### src/rtl/hls_monitor_pkg.sv
// Shared types and helpers for the HLS deadlock monitor.
// Holds the monitor FSM encoding and the index helpers sized by the top.
package hls_monitor_pkg;

    typedef enum logic [1:0] {
        IDLE     = 2'd0,
        COUNTING = 2'd1,
        BLOCKED  = 2'd2
    } state_e;

    // Widest cause vector the lowest-set-bit helper can scan.
    localparam int LSB_MAX_W = 256;

    function automatic int clog2_min1(input int n);
        return (n <= 2) ? 1 : $clog2(n);
    endfunction

    function automatic int lowest_set_idx(input logic [LSB_MAX_W-1:0] v);
        int idx;
        idx = 0;
        for (int i = LSB_MAX_W - 1; i >= 0; i--) begin
            if (v[i]) idx = i;
        end
        return idx;
    endfunction

endpackage

### src/rtl/hls_stall_detect.sv
// Combinational stall reduction over AXIS block and sub-instance idle/block indicators.
// Zero latency, no state; the instance term needs all instances parked and one blocked.
module hls_stall_detect #(
    parameter int N_AXIS = 2,
    parameter int N_INST = 1
) (
    input  logic [N_AXIS-1:0] axis_block_sigs,
    input  logic [N_INST-1:0] inst_idle_sigs,
    input  logic [N_INST-1:0] inst_block_sigs,
    output logic              stall_now
);

    logic axis_any;
    logic inst_all_parked;
    logic inst_any_blocked;

    assign axis_any         = |axis_block_sigs;
    assign inst_all_parked  = &(inst_idle_sigs | inst_block_sigs);
    assign inst_any_blocked = |inst_block_sigs;

    assign stall_now = axis_any | (inst_all_parked & inst_any_blocked);

endmodule

### src/rtl/hls_deadlock_monitor_param.sv
// Deadlock monitor: flags block after THRESH consecutive stalled samples, records onset cause.
// block/pending are registered state decodes; clear releases and wins over any same-edge transition.
module hls_deadlock_monitor_param
    import hls_monitor_pkg::*;
#(
    parameter int N_AXIS = 2,
    parameter int N_INST = 1,
    parameter int THRESH = 16,
    parameter bit STICKY = 1'b1,
    parameter int EVT_W  = 16,
    localparam int IDX_W = clog2_min1(N_AXIS)
) (
    input  logic              clock,
    input  logic              reset,
    input  logic [N_AXIS-1:0] axis_block_sigs,
    input  logic [N_INST-1:0] inst_idle_sigs,
    input  logic [N_INST-1:0] inst_block_sigs,
    input  logic              clear,
    output logic              block,
    output logic              pending,
    output logic [N_AXIS-1:0] cause_axis,
    output logic [N_INST-1:0] cause_inst,
    output logic [IDX_W-1:0]  first_axis_idx,
    output logic [EVT_W-1:0]  event_count
);

    localparam int CNT_W = $clog2(THRESH + 1);

    logic              stall_now;
    state_e            state_q, state_d;
    logic [CNT_W-1:0]  cnt_q, cnt_d;
    logic [N_AXIS-1:0] cause_axis_q, cause_axis_d;
    logic [N_INST-1:0] cause_inst_q, cause_inst_d;
    logic [EVT_W-1:0]  evt_q, evt_d;
    logic              onset;
    logic              enter_blocked;

    hls_stall_detect #(
        .N_AXIS (N_AXIS),
        .N_INST (N_INST)
    ) u_stall_detect (
        .axis_block_sigs (axis_block_sigs),
        .inst_idle_sigs  (inst_idle_sigs),
        .inst_block_sigs (inst_block_sigs),
        .stall_now       (stall_now)
    );

    always_ff @(posedge clock) begin
        if (reset) begin
            state_q <= IDLE;
        end else begin
            state_q <= state_d;
        end
    end

    always_comb begin
        state_d = state_q;
        cnt_d   = '0;
        case (state_q)
            IDLE: begin
                if (stall_now) begin
                    if (THRESH == 1) begin
                        state_d = BLOCKED;
                    end else begin
                        state_d = COUNTING;
                        cnt_d   = CNT_W'(1);
                    end
                end
            end
            COUNTING: begin
                if (!stall_now) begin
                    state_d = IDLE;
                end else if (cnt_q == CNT_W'(THRESH - 1)) begin
                    state_d = BLOCKED;
                end else begin
                    cnt_d = cnt_q + CNT_W'(1);
                end
            end
            BLOCKED: begin
                if (!STICKY && !stall_now) state_d = IDLE;
            end
            default: state_d = IDLE;
        endcase
        // A same-edge clear suppresses the onset capture and the event increment too.
        if (clear) begin
            state_d = IDLE;
            cnt_d   = '0;
        end
    end

    always_comb begin
        block          = (state_q == BLOCKED);
        pending        = (state_q == COUNTING);
        first_axis_idx = IDX_W'(lowest_set_idx(LSB_MAX_W'(cause_axis_q)));
    end

    assign onset         = (state_q == IDLE) && (state_d != IDLE);
    assign enter_blocked = (state_q != BLOCKED) && (state_d == BLOCKED);

    always_comb begin
        cause_axis_d = cause_axis_q;
        cause_inst_d = cause_inst_q;
        evt_d        = evt_q;
        if (onset) begin
            cause_axis_d = axis_block_sigs;
            cause_inst_d = inst_block_sigs;
        end
        if (enter_blocked && (evt_q != '1)) begin
            evt_d = evt_q + EVT_W'(1);
        end
    end

    always_ff @(posedge clock) begin
        if (reset) begin
            cnt_q        <= '0;
            cause_axis_q <= '0;
            cause_inst_q <= '0;
            evt_q        <= '0;
        end else begin
            cnt_q        <= cnt_d;
            cause_axis_q <= cause_axis_d;
            cause_inst_q <= cause_inst_d;
            evt_q        <= evt_d;
        end
    end

    assign cause_axis  = cause_axis_q;
    assign cause_inst  = cause_inst_q;
    assign event_count = evt_q;

endmodule

### config.mk
export PLATFORM = sky130hd
export DESIGN_NAME = hls_deadlock_monitor_param
export DESIGN_NICKNAME = d
export VERILOG_FILES = /design/src/rtl/hls_monitor_pkg.sv /design/src/rtl/hls_stall_detect.sv /design/src/rtl/hls_deadlock_monitor_param.sv
export SDC_FILE = /design/constraint.sdc
export NUM_CORES = 1
export LEC_CHECK = 0
export ABC_AREA = 1
export BUFFER_PORTS_ARGS = -buffer_cell sky130_fd_sc_hd__buf_4
export CORE_UTILIZATION = 49
export CTS_CLUSTER_SIZE = 10
export DETAILED_ROUTE_END_ITERATION = 16
export PLACE_DENSITY = 0.75
export SLEW_MARGIN = 20
export SYNTH_ARGS = -nofsm -noshare
export SYNTH_HDL_FRONTEND = slang
export SYNTH_SLANG_ARGS = --single-unit
export TNS_END_PERCENT = 100
### constraint.sdc
create_clock -name clock -period 1.6 [get_ports clock]
set_clock_uncertainty 0.2 [all_clocks]
set_input_delay 0.32 -clock clock [delete_from_list [all_inputs] [get_ports clock]]
set_output_delay 0.32 -clock clock [all_outputs]
set_load 0.1 [all_outputs]
==> results.yml <==
worst_setup_path:
  critPathMaxFanout: 5
  cp.required_ns: 1.65
  path_delay_family: "simple AND/OR/NAND/NOR gates"
  critPathMostFrequentCell: "nor2_4"
  critical_path_class: "flop to flop"
  end_kind: "flop"
  slowest_delay_ns: 0.38
  crit_start: "cnt_q[1]"
  crit_chain: "ha_4 > nand3_4 > nor2_4 > nand4_4 > nor2_4 > buf_6 > nand2_2 > a21oi_1"
  worstPathBufferInverterCount: 1
  arrival_ns: 1.87
  start_kind: "flop"
  crit_path_top_delay_cell: "dfxtp_2"
  r2r_start: "cnt_q[1]"
timing:
  slew-limit-headroom_pct: 80.52
  drv_slew: 0
  tightest_slew_ns: 0.2902
  setup_viol: 24
  hold_viol_final: 0
  setup_tns_ns: -2.954
  fmax_mhz: 549.0
  rsz0062_at_grt: "true"
  setup_ws_ns: -0.2214
  period_share_pct: 113.8
  post-route-min-period_ns: 1.821
pwr:
  clock_power_share_pct: 27.1
  power_density_nw_per_um2: 462.1
  total_power_mw: 1.172
  pwr-share-comb_pct: 17.9
  switchingPower_mw: 0.3723
  ir_drop_mv: 0.6264
  p_int_mw: 0.7997
  seq_power_share_pct: 55.0
  total_leakage_power_nw: 1.073
  switching_share_pct: 31.76
floorplanning:
  initial_core_util_pct: 52.18
  die_h_um: 56.43
  io_pins: 29
  die_x_um: 56.43
  row_count: 19
  core_area_um2: 2781
  die-area_um2: 3184
min_path:
  hp-class: "primary input to flop"
  hold_path_startpoint: "reset"
job:
  maxCapViolCount: 0
synth:
  ys_seq_area_share_pct: 35.86
  syn_inst: 207
  synthesis.nets: 216
  synth-edff-count: 0
  synthTopCellsByArea: "dfxtp_1 (36%), nand2_1 (14%), nor2_1 (5.7%)"
  synth_seq_cells: 26
  ys.flop_type: "dfxtp_1"
  syn-mean-instance-area_um2: 7.012
  async_flop_share_pct: 0
  synth_warnings: 0
  synthDistinctLibCells: 30
  yosysTopAreaCellShare_pct: 35.86
  synth_area_um2: 1451
  yosysTopAreaCell: "dfxtp_1"
finish:
  area_delta_synth_final_pct: 74.74
  nFillCells: 109
  drive_above_1_share_pct: 57.80
  regArea_um2: 585.6
  nNetsFinal: 292
  n_antenna_cell: 0
  multi_input_area_um2: 1051
global_route:
  track_usage_pct: 28.91
  grt_pass1_wl_um: 7258
  globalRouteOverflowTotal: 0
  antenna_found_initial: 0
  grt_pass1_vias: 1704
  grt_max_degree: 18
status:
  status: "finished with violations"
  violations: "negative setup slack"
clock_tree:
  ctsHoldBuffers: 0
  clk_latency_ns: 0.35
  cts_tree: "built"
  cts_root_buf: "clkbuf_4"
  clock_path_buffers: 2
  clk_pin_slew_ns: 0.17
  cts_buffers: 3
  cts.sink_count: 26
  htree_num_levels: 1
drt:
  drc: 0
  vias_per_cell: 5.971
  vias: 1869
  drt_first_pass_iters: 6
  dr.first_iter.drc_count: 128
  antenna_left: 0
  post_drt_wl_per_cell_um: 18.05
  wl_um: 5649
placed_design:
  hpwl_um: 2879
  portBuffers: 27
  routabilityCongestion: 0.8651
[metal layers]
layer	global-route usage, %	routed length, um
met3	3.226	353
met2	52.27	2808
met1	32.32	2206
met4	16.72	280
met5	0	0
[cell usage in the layout (no fill, tap or decap), types with 4 or more instances in the layout]
| master | synthesis | final |
|---|---|---|
| a21oi_1 | 16 | 5 |
| a21oi_2 | 1 | 12 |
| buf_12 | 0 | 5 |
| buf_4 | 0 | 50 |
| buf_6 | 2 | 10 |
| buf_8 | 0 | 10 |
| dfxtp_1 | 26 | 4 |
| dfxtp_2 | 0 | 7 |
| dfxtp_4 | 0 | 15 |
| inv_1 | 15 | 11 |
| inv_2 | 1 | 4 |
| nand2_1 | 54 | 40 |
| nand2_2 | 2 | 12 |
| nand2_4 | 0 | 4 |
| nand3_1 | 11 | 7 |
| nand4_1 | 6 | 6 |
| nor2_1 | 22 | 19 |
| nor2_4 | 2 | 5 |
| nor3_1 | 4 | 4 |
| o21ai_1 | 9 | 5 |
| o21ai_2 | 0 | 10 |
| xnor2_1 | 6 | 5 |
| xor2_1 | 4 | 4 |
[sequential cells by signal (all words and copies together) (netlist names)]
register,cells
cause_inst,1
cause_axis,2
cnt_q,5
state_q,2
event_count,16
[what timing repair did]
action                                  4_1_cts  5_1_grt
pin swaps                                    27       15
endpoints found under the setup margin       34       37
endpoints found under the hold margin         0        0
setup buffers                                 8        6
resized for setup                            62       39
gates cloned                                  1        1
[per-stage QoR]
stage	cells	utilization [%]	instance area, um2	hold WS [ns]	setup WS, ns
final	313	91.18	2536	0.06744	-0.2214
after global routing	313	91.18	2536	0.07910	-0.2719
after CTS	306	83.76	2330	0.05314	-0.07810
after detailed placement	293	72.78	2024	0.2953	-0.1768
after global placement	293	72.78	2024	0.2683	-0.07275
after floorplan	207	-	1570	0.2655	-0.2736
[synthesized netlist by cell type (2+ instances only)]
cell,n
a21oi_1,16
buf_6,2
clkbuf_1,2
dfxtp_1,26
ha_1,2
inv_1,15
nand2_1,54
nand2_2,2
nand3_1,11
nand3b_1,3
nand4_1,6
nor2_1,22
nor2_2,2
nor2_4,2
nor3_1,4
o21ai_0,7
o21ai_1,9
o21bai_1,2
xnor2_1,6
xor2_1,4
[power groups by stage]
stage	clock network (mW)	registers, mW	logic (mW)
2_1_floorplan	0	0.701	0.0750
3_3_place_gp	0	0.655	0.164
3_5_place_dp	0	0.656	0.166
4_1_cts	0.303	0.642	0.177
5_1_grt	0.336	0.645	0.215
6_report	0.318	0.644	0.209
[cells by family after synthesis]
group           synth area share (%)
simple gates                   36.90
compound gates                 12.67
flops                          35.86
buf+inv                        6.809
xor+xnor                       6.034
fa+ha+maj                      1.724
[worst paths after layout]
check                    endpoint  slack [ns]  cells after the start
setup reg to reg  event_count[15]       -0.22                      8
hold reg to reg   event_count[11]        0.33                      2
setup / recovery  event_count[15]       -0.22                      8
hold / removal     event_count[8]        0.07                      2
[worst register-to-register path, cell delays in order, from the launching register on]
cell and delay, ns:
dfxtp_2 0.38, ha_4 0.16, nand3_4 0.10, nor2_4 0.16, nand4_4 0.17, nor2_4 0.20, buf_6 0.15, nand2_2 0.06
a21oi_1 0.16
[cell type report]
type	instances	share of cell area, %
multi-input combinational	159	41.44
timing repair buffer	76	30.09
sequential	26	23.09
inverter	17	2.812
tap	31	1.529
clock buffer	4	1.036
(Power assumes the default switching activity.)
